### src/rtl/freq_meter_pkg.sv
// Shared types and constants for the frequency meter: FSM states, datapath
// widths and the reciprocal divider iteration count.
package freq_meter_pkg;

    localparam int CTRL_W    = 32;
    localparam int SAMPLE_W  = 8;
    localparam int DIV_ITERS = 33;

    typedef enum logic [1:0] {
        WAIT_FIRST = 2'd0,
        MEASURE    = 2'd1,
        DIVIDE     = 2'd2
    } state_e;

    // A 33-bit quotient only sets its top bit for d == 1; clamp that to all ones.
    function automatic logic [CTRL_W-1:0] sat_quot(input logic [CTRL_W:0] q);
        return q[CTRL_W] ? {CTRL_W{1'b1}} : q[CTRL_W-1:0];
    endfunction

endpackage

### src/rtl/freq_meter_recip_div.sv
// Sequential restoring divider computing floor(2^32 / d), one quotient bit
// per clock over DIV_ITERS iterations, with a one-cycle done pulse.
module freq_meter_recip_div
    import freq_meter_pkg::*;
(
    input  logic              clk,
    input  logic              rst,
    input  logic              start_i,
    input  logic [CTRL_W-1:0] d_i,
    output logic              done_o,
    output logic [CTRL_W-1:0] q_o
);

    localparam int ITER_W = $clog2(DIV_ITERS);

    logic [CTRL_W-1:0] d_q, d_d;
    logic [CTRL_W-1:0] rem_q, rem_d;
    logic [CTRL_W:0]   quo_q, quo_d;
    logic [ITER_W-1:0] iter_q, iter_d;
    logic              run_q, run_d;
    logic              done_q, done_d;

    logic              num_bit;
    logic [CTRL_W:0]   trial;

    always_comb begin
        d_d    = d_q;
        rem_d  = rem_q;
        quo_d  = quo_q;
        iter_d = iter_q;
        run_d  = run_q;
        done_d = 1'b0;

        // The dividend 2^32 has a single set bit, shifted in on the first iteration.
        num_bit = (iter_q == '0);
        trial   = {rem_q, num_bit};

        if (start_i) begin
            d_d    = d_i;
            rem_d  = '0;
            quo_d  = '0;
            iter_d = '0;
            run_d  = 1'b1;
        end else if (run_q) begin
            if (trial >= {1'b0, d_q}) begin
                rem_d = CTRL_W'(trial - {1'b0, d_q});
                quo_d = {quo_q[CTRL_W-1:0], 1'b1};
            end else begin
                rem_d = CTRL_W'(trial);
                quo_d = {quo_q[CTRL_W-1:0], 1'b0};
            end
            iter_d = iter_q + ITER_W'(1);
            if (iter_q == ITER_W'(DIV_ITERS - 1)) begin
                run_d  = 1'b0;
                done_d = 1'b1;
            end
        end
    end

    always_ff @(posedge clk) begin
        if (rst) begin
            d_q    <= '0;
            rem_q  <= '0;
            quo_q  <= '0;
            iter_q <= '0;
            run_q  <= 1'b0;
            done_q <= 1'b0;
        end else begin
            d_q    <= d_d;
            rem_q  <= rem_d;
            quo_q  <= quo_d;
            iter_q <= iter_d;
            run_q  <= run_d;
            done_q <= done_d;
        end
    end

    assign done_o = done_q;
    assign q_o    = sat_quot(quo_q);

endmodule

### src/rtl/freq_meter.sv
// Frequency meter: measures the period between hysteresis-qualified rising
// zero crossings and converts it to a 2^32/period frequency control word.
module freq_meter
    import freq_meter_pkg::*;
#(
    parameter int                HYST    = 16,
    parameter logic [CTRL_W-1:0] TIMEOUT = 32'h0100_0000
) (
    input  logic                       clk,
    input  logic                       rst,
    input  logic signed [SAMPLE_W-1:0] sample_i,
    output logic [CTRL_W-1:0]          freq_ctrl_o,
    output logic                       freq_valid_o,
    output logic [CTRL_W-1:0]          period_o,
    output logic                       timeout_o,
    output logic                       busy_o
);

    localparam logic signed [SAMPLE_W-1:0] HYST_POS = SAMPLE_W'(HYST);
    localparam logic signed [SAMPLE_W-1:0] HYST_NEG = -HYST_POS;

    state_e            state_q, state_d;
    logic              armed_q, armed_d;
    logic              trig;
    logic [CTRL_W-1:0] count_q, count_d;
    logic              cnt_sat;
    logic [CTRL_W-1:0] period_q, period_d;
    logic [CTRL_W-1:0] ctrl_q, ctrl_d;
    logic              timeout_q, timeout_d;
    logic              valid_q, valid_d;

    logic              div_start;
    logic              div_done;
    logic [CTRL_W-1:0] div_q;

    // Crossing detector: arm below -HYST, fire on the first sample at or above +HYST.
    always_comb begin
        armed_d = armed_q;
        trig    = 1'b0;
        if (sample_i <= HYST_NEG) begin
            armed_d = 1'b1;
        end else if (armed_q && (sample_i >= HYST_POS)) begin
            trig    = 1'b1;
            armed_d = 1'b0;
        end
    end

    assign cnt_sat = (count_q >= TIMEOUT);

    always_comb begin
        if (trig) begin
            count_d = CTRL_W'(1);
        end else if (cnt_sat) begin
            count_d = count_q;
        end else begin
            count_d = count_q + CTRL_W'(1);
        end
    end

    always_ff @(posedge clk) begin
        if (rst) begin
            state_q <= WAIT_FIRST;
        end else begin
            state_q <= state_d;
        end
    end

    always_comb begin
        state_d = state_q;
        unique case (state_q)
            WAIT_FIRST: if (trig) state_d = MEASURE;
            MEASURE: begin
                if (trig) begin
                    state_d = DIVIDE;
                end else if (cnt_sat) begin
                    state_d = WAIT_FIRST;
                end
            end
            DIVIDE:     if (div_done) state_d = MEASURE;
            default:    state_d = WAIT_FIRST;
        endcase
    end

    // On a trigger edge count_q already equals the clocks elapsed since the
    // previous trigger, which is exactly the period to report.
    always_comb begin
        div_start = 1'b0;
        period_d  = period_q;
        ctrl_d    = ctrl_q;
        timeout_d = timeout_q;
        valid_d   = 1'b0;
        busy_o    = (state_q == DIVIDE);
        unique case (state_q)
            MEASURE: begin
                if (trig) begin
                    div_start = 1'b1;
                    period_d  = count_q;
                end else if (cnt_sat) begin
                    ctrl_d    = '0;
                    period_d  = '0;
                    timeout_d = 1'b1;
                    valid_d   = 1'b1;
                end
            end
            DIVIDE: begin
                if (div_done) begin
                    ctrl_d    = div_q;
                    timeout_d = 1'b0;
                    valid_d   = 1'b1;
                end
            end
            default: ;
        endcase
    end

    always_ff @(posedge clk) begin
        if (rst) begin
            armed_q   <= 1'b0;
            count_q   <= '0;
            period_q  <= '0;
            ctrl_q    <= '0;
            timeout_q <= 1'b0;
            valid_q   <= 1'b0;
        end else begin
            armed_q   <= armed_d;
            count_q   <= count_d;
            period_q  <= period_d;
            ctrl_q    <= ctrl_d;
            timeout_q <= timeout_d;
            valid_q   <= valid_d;
        end
    end

    freq_meter_recip_div u_recip_div (
        .clk     (clk),
        .rst     (rst),
        .start_i (div_start),
        .d_i     (count_q),
        .done_o  (div_done),
        .q_o     (div_q)
    );

    assign freq_ctrl_o  = ctrl_q;
    assign period_o     = period_q;
    assign timeout_o    = timeout_q;
    assign freq_valid_o = valid_q;

endmodule
### config.mk
export PLATFORM = sky130hd
export DESIGN_NAME = freq_meter
export DESIGN_NICKNAME = d
export VERILOG_FILES = /design/src/rtl/freq_meter_pkg.sv /design/src/rtl/freq_meter_recip_div.sv /design/src/rtl/freq_meter.sv
export SDC_FILE = /design/constraint.sdc
export NUM_CORES = 1
export LEC_CHECK = 0
export CAP_MARGIN = 0
export CORE_MARGIN = 3
export CORE_UTILIZATION = 58
export CTS_CLUSTER_SIZE = 40
export DETAILED_ROUTE_END_ITERATION = 16
export DONT_BUFFER_PORTS = 1
export GPL_TIMING_DRIVEN = 1
export PLACE_DENSITY = 0.86
export SYNTH_ARGS = -nofsm -noshare
export SYNTH_HDL_FRONTEND = slang
export SYNTH_SLANG_ARGS = --single-unit
### constraint.sdc
create_clock -name clk -period 3.25 [get_ports clk]
set_input_delay 0.8125 -clock clk [delete_from_list [all_inputs] [get_ports clk]]
set_output_delay 0.8125 -clock clk [all_outputs]
set_load 0.01 [all_outputs]
# After elaboration in Yosys (flattened, before gate mapping)
# Index checks and enable logic that the tools add are counted.
classes:
  n_lt_le_gt_ge: 4
  bitwise: 1
  shift: 0
  eq_ne: 9
  n_div: 0
  reduce_logical: 12
  n_mul: 0
  n_mux: 33
  n_addsub: 3
op_table:
  columns: ["op", "count"]
  rows:
  - ["32-bit 2-to-1 mux", 6]
  - ["32-bit case mux with 2 select lines", 1]
  - ["33-bit by 32-bit >= comparator with 1-bit output", 1]
  - ["32-bit by 1-bit adder with 32-bit output (second input constant)", 1]
  - ["32-bit by 25-bit >= comparator with 1-bit output (second input constant)", 1]
  - ["32-bit subtractor", 1]
  - ["1-bit 2-to-1 mux", 19]
  - ["8-bit by 6-bit >= comparator with 1-bit output (second input constant)", 1]
  - ["8-bit by 5-bit <= comparator with 1-bit output (second input constant)", 1]
  - ["2-bit 2-to-1 mux", 4]
  - ["2-bit != test (second input constant)", 4]
  - ["6-bit by 1-bit adder with 6-bit output (second input constant)", 1]
  - ["6-bit == test (second input constant)", 1]
  - ["6-bit zero test", 1]
  - ["2-bit case mux with 3 select lines", 1]
  - ["2-bit nonzero test", 3]
  - ["1-bit case mux with 2 select lines", 2]
  - ["4-bit AND reduction", 1]
  - ["2-bit OR reduction", 2]
  - ["3-bit != test (second input constant)", 1]
  - ["3-bit AND reduction", 1]
  - ["3-bit OR reduction", 1]
  - ["2-bit by 1-bit == test with 1-bit output (second input constant)", 1]
  - ["2-bit == test (second input constant)", 1]
  - ["other kinds (5)", 5]
totals:
  mem_bits_ro: 0
  in_bits: 10
  reg_bits: 206
  ram_bits: 0
  latchBits: 0
  word_cells: 76
  n_memories: 0
  output_inout_bits: 67

# Depth between registers and ports, before layout
depth:
  depth_word: 7
  depth_mapped: 15
  ltp_nobuf: 15

# By module
# From an unflattened synthesis, not the netlist that was laid out.
unflattened:
  cells_unflattened: 1240
  area_unflattened_um2: 10635.2
by_module_without_submodules:
  columns: ["module", "instances", "cells_each", "area_each_um2", "seq_area_each_um2"]
  rows:
  - ["freq_meter_recip_div", 1, 752, 6359.8, 2102.0]
  - ["freq_meter", 1, 488, 4275.4, 2021.9]

# Least setup slack after synthesis
# OpenSTA, ideal clock, no wires.
synth_timing:
  path_kind: "register to register"
  from: "reg u_recip_div.iter_q[0]"
  to: "reg u_recip_div.rem_q[24]"
  setup_ns: 0.132
  path_stages_with_launch: 16
  synth_period_minus_slack_ns: 3.246
  arrival_ns: 3.114
  n_path_buf: 0
  required_time_ns: 3.118
  setup_slack_ns: 0.004
  path_cell_list: "dfxtp_1 inv_1 ha_1 nor4b_1 nand2b_1 ha_1 inv_1 fa_1 a21o_1 a311o_1 a21o_2 a21oi_1 nor2_1 or4_1 a31oi_1 a21oi_1"
synth_between:
  elab_chain_cells: 3
  elab_cells_between_ends: 4
  classes_between: "add/sub (1); order compare (1); mux (1); reduce/logical (1)"
synth_lines:
  columns: ["item", "line_no", "rtl"]
  rows:
  - ["start, declared", "freq_meter_recip_div.sv:19", "logic [ITER_W-1:0] iter_q, iter_d;"]
  - ["start signal, assigned", "freq_meter_recip_div.sv:72", "iter_q <= iter_d;"]
  - ["6-bit zero test *", "freq_meter_recip_div.sv:35", "num_bit = (iter_q == '0);"]
  - ["32-bit subtractor / 33-bit by 32-bit >= comparator with 1-bit output (equally long branches)", "freq_meter_recip_div.sv:46, freq_meter_recip_div.sv:45", null]
  - ["32-bit 2-to-1 mux *", "freq_meter_recip_div.sv:45", "if (trial >= {1'b0, d_q}) begin"]
  - ["end signal, assigned", "freq_meter_recip_div.sv:70", "rem_q <= rem_d;"]
  - ["end, declared", "freq_meter_recip_div.sv:17", "logic [CTRL_W-1:0] rem_q, rem_d;"]
# Every way passes the cells marked *; elsewhere a longest branch is shown, timed or not.
# A chain may end at the register's enable or synchronous reset.

# Final worst setup path
layout_timing:
  from: "reg u_recip_div.iter_q[0]"
  to: "reg u_recip_div.rem_q[22]"
# The elaborated chain is that of the path after synthesis.

==> flow_summary.yaml <==
sta:
  maxSlewHeadroom_pct: 24.8
  finalCritPeriodShare_pct: 95.4
  fin_worst_skew_ns: 0.00815
  setup_ws_ns: 0.149
  setup_viol: 0
  tightest_slew_ns: 1.13
  fmax_ghz: 0.322
  rsz0062_at_grt: "true"
  slew_violations: 0
  hold_viol_final: 0
  min_period_ns: 3.10
yosys:
  yosysSeqAreaShare_pct: 41.6
  yosysMostFrequentCell: "dfxtp_1"
  syn_area_per_cell_um2: 8.45
  synth_warnings: 0
  yosysTopAreaCell: "dfxtp_1"
  synth-edff-count: 0
  syn-num-nets: 1223
  synth_top_area_share_pct: 41.6
  syn_inst: 1172
  synth_area_mm2: 0.00990
  synth_common_cells: "dfxtp_1 (206), nand2_1 (171), a21oi_1 (117)"
  synthFlopType: "dfxtp_1"
  synth_area_leaders: "dfxtp_1 (42%), nand2_1 (6.5%), a21oi_1 (5.9%)"
  synth_async_sr_flop_share_pct: 0
  ys_ff_latch: 206
  synth.distinct_cells: 72
global_route:
  grt_pass1_vias: 7965
  antenna_found_initial: 0
  gr-total-overflow: 0
  grtUsageTotal_pct: 24.5
  grt_max_degree: 78
  grt_pass1_wl_mm: 38.4
route:
  ant_nets: 0
  routedWlPerCell_um: 16.8
  drt_first_pass_iters: 5
  viasPerCell: 6.10
  num_vias: 8417
  drcViolationCount: 0
  wl_mm: 23.2
  first_iter_violations: 639
floorplanning:
  num_rows: 47
  dieArea_mm2: 0.0187
  die_x_um: 137
  start_util_pct: 59.5
  io-pin-count: 77
  core-area_mm2: 0.0166
  fp.dieH_um: 137
critical_path:
  critPathLaunch: "u_recip_div.iter_q[0]"
  crit_type: "reg2reg"
  critPathTopFamily: "simple AND/OR/NAND/NOR gates"
  crit_arrival_ns: 3.53
  cpMostUsedCell: "inv_2"
  r2r_start: "u_recip_div.iter_q[0]"
  start_kind: "flip-flop"
  critPathBufInv: 2
  slowest_delay_ns: 0.41
  cp-end-kind: "flip-flop"
  required_ns: 3.68
  worst_path_max_delay_cell: "a311o_1"
  crit_chain: "inv_2 -> ha_4 -> nor4b_4 -> nand2b_1 -> ha_2 -> inv_2 -> fa_2 -> a21o_1 -> a311o_1 -> nand4_2 -> a31o_4 -> nand4_1 -> and3_1 -> or3_1 -> a31oi_1"
  critPathMaxFanout: 5
power:
  clkPwrFrac_pct: 41.4
  p_leak_nw: 4.12
  switching_share_pct: 26.0
  seqPwrFrac_pct: 44.5
  vdd.ir_drop.worst_v: 0.000548
  power_switching_w: 0.00150
  pwr-share-comb_pct: 14.1
  power_density_mw_per_mm2: 533
  p_int_w: 0.00427
clocking:
  cts_buffer_depth: 3
  cts_tree: "yes"
  htreeDepth: 1
  cts_root_buffer: "clkbuf_16"
  clkTransAtPathRegs_ns: 0.07
  hold_buffers: 0
  cts_sinks: 206
  clk_latency_ns: 0.49
  cts_buffers: 22
place:
  gp_congestion: 0.948
  preCtsSetupSlack_ns: -0.144
  port_buffers: 0
  hpwl_mm: 15.7
  dp_cells: 1339
  dpl_cell_area_mm2: 0.0101
min_path:
  hp-class: "in2reg"
  hold_start: "rst"
layout:
  final_layout_size_suffix_gt1_share_pct: 8.28
  area_delta_synth_final_pct: 9.41
  fin_cells: 1380
  fin_nets: 1197
  antennaDiodeCount: 0
  design_area_mm2: 0.0108
  final_util_pct: 65.1
run_status:
  status: "finished, final reports clean"
run:
  maxCapViolCount: 0
==> cell families after synthesis <==
group	synth area share (%)
buffers and inverters	5.05
DFF	41.6
adders and majority gates	5.26
AOI/OAI and AO/OA	21.0
xor gates and xnor gates	3.89
muxes	4.56
and+or+nand+nor	18.5
==> state kept, by name, summed over array words and instances, names as in the netlist <==
register / count
count_q: 32
timeout_o: 1
u_recip_div.done_o: 1
freq_ctrl_o: 32
u_recip_div.rem_q: 32
armed_q: 1
u_recip_div.iter_q: 6
u_recip_div.d_q: 32
period_o: 32
freq_valid_o: 1
u_recip_div.quo_q: 33
state_q: 2
u_recip_div.run_q: 1
==> worst register-to-register path, delay by kind of cell (launching register included) <==
family,cells,cell delay (ns)
buf+inv,2,0.09
compound gates,4,0.97
fa+ha+maj,3,0.66
flops,1,0.34
simple gates,6,0.98
==> stage by stage <==
stage                     hold WS (ns)  total power, W  setup TNS [ns]
after detailed placement         0.442         0.00340          -0.296
after global placement           0.437         0.00339               0
after floorplan                  0.436         0.00324               0
after CTS                        0.376         0.00576               0
final                            0.391         0.00577               0
after global routing             0.380         0.00596         -0.0294
==> final cells by class <==
type | instances | area (µm²)
Clock buffer | 31 | 646
Clock inverter | 7 | 52.6
Fill cell | 1240 | 5810
Inverter | 46 | 173
Multi-Input combinational cell | 845 | 5330
Sequential cell | 206 | 4130
Tap cell | 220 | 275
Timing Repair Buffer | 25 | 225
==> cell usage in the layout, fill, tap and decap left out, drive strengths merged, types with 9 or more instances in the layout <==
master	netlist	routed
a21o	18	18
a21oi	118	118
a22o	32	32
a311oi	11	11
a31oi	9	9
and2	14	14
and3	17	17
buf	16	25
clkbuf	59	31
dfxtp	206	206
ha	40	40
inv	46	49
mux2i	44	44
nand2	172	172
nand3	19	19
nand4	19	19
nor2	111	111
nor3	19	19
o211ai	36	36
o21ai	41	41
or3	9	9
xnor2	20	20
xor2	24	24
==> worst paths after layout <==
kind	endpoint	slack [ns]	depth (start not counted)
setup / recovery	u_recip_div.rem_q[22]	0.15	15
hold / removal	freq_ctrl_o[23]	0.39	1
setup reg to reg	u_recip_div.rem_q[22]	0.15	15
hold reg to reg	u_recip_div.d_q[16]	0.45	2
==> repair_timing <==
| item | in CTS | in global routing |
|---|---|---|
| setup buffers | 0 | 3 |
| pin swaps | 1 | 13 |
| resized for setup | 3 | 13 |
| endpoints found under the setup margin | 5 | 9 |
==> layer usage <==
layer / track usage [%] / vias to the layer above / share of wire, %
met4: 6.66 / 0 / 1.5
met1: 34.0 / 3969 / 44
met3: 4.19 / 34 / 7.4
met2: 39.6 / 336 / 47
met5: 0 / - / 0
li1: - / 4078 / -
==> power groups by stage <==
stage                     clock network (W)  logic [W]  registers (W)
after floorplan                           0   0.000624        0.00261
after global placement                    0   0.000771        0.00262
after detailed placement                  0   0.000779        0.00262
after CTS                           0.00241   0.000788        0.00257
after global routing                0.00251   0.000883        0.00257
final                               0.00239   0.000814        0.00257
(Power assumes the default switching activity.)
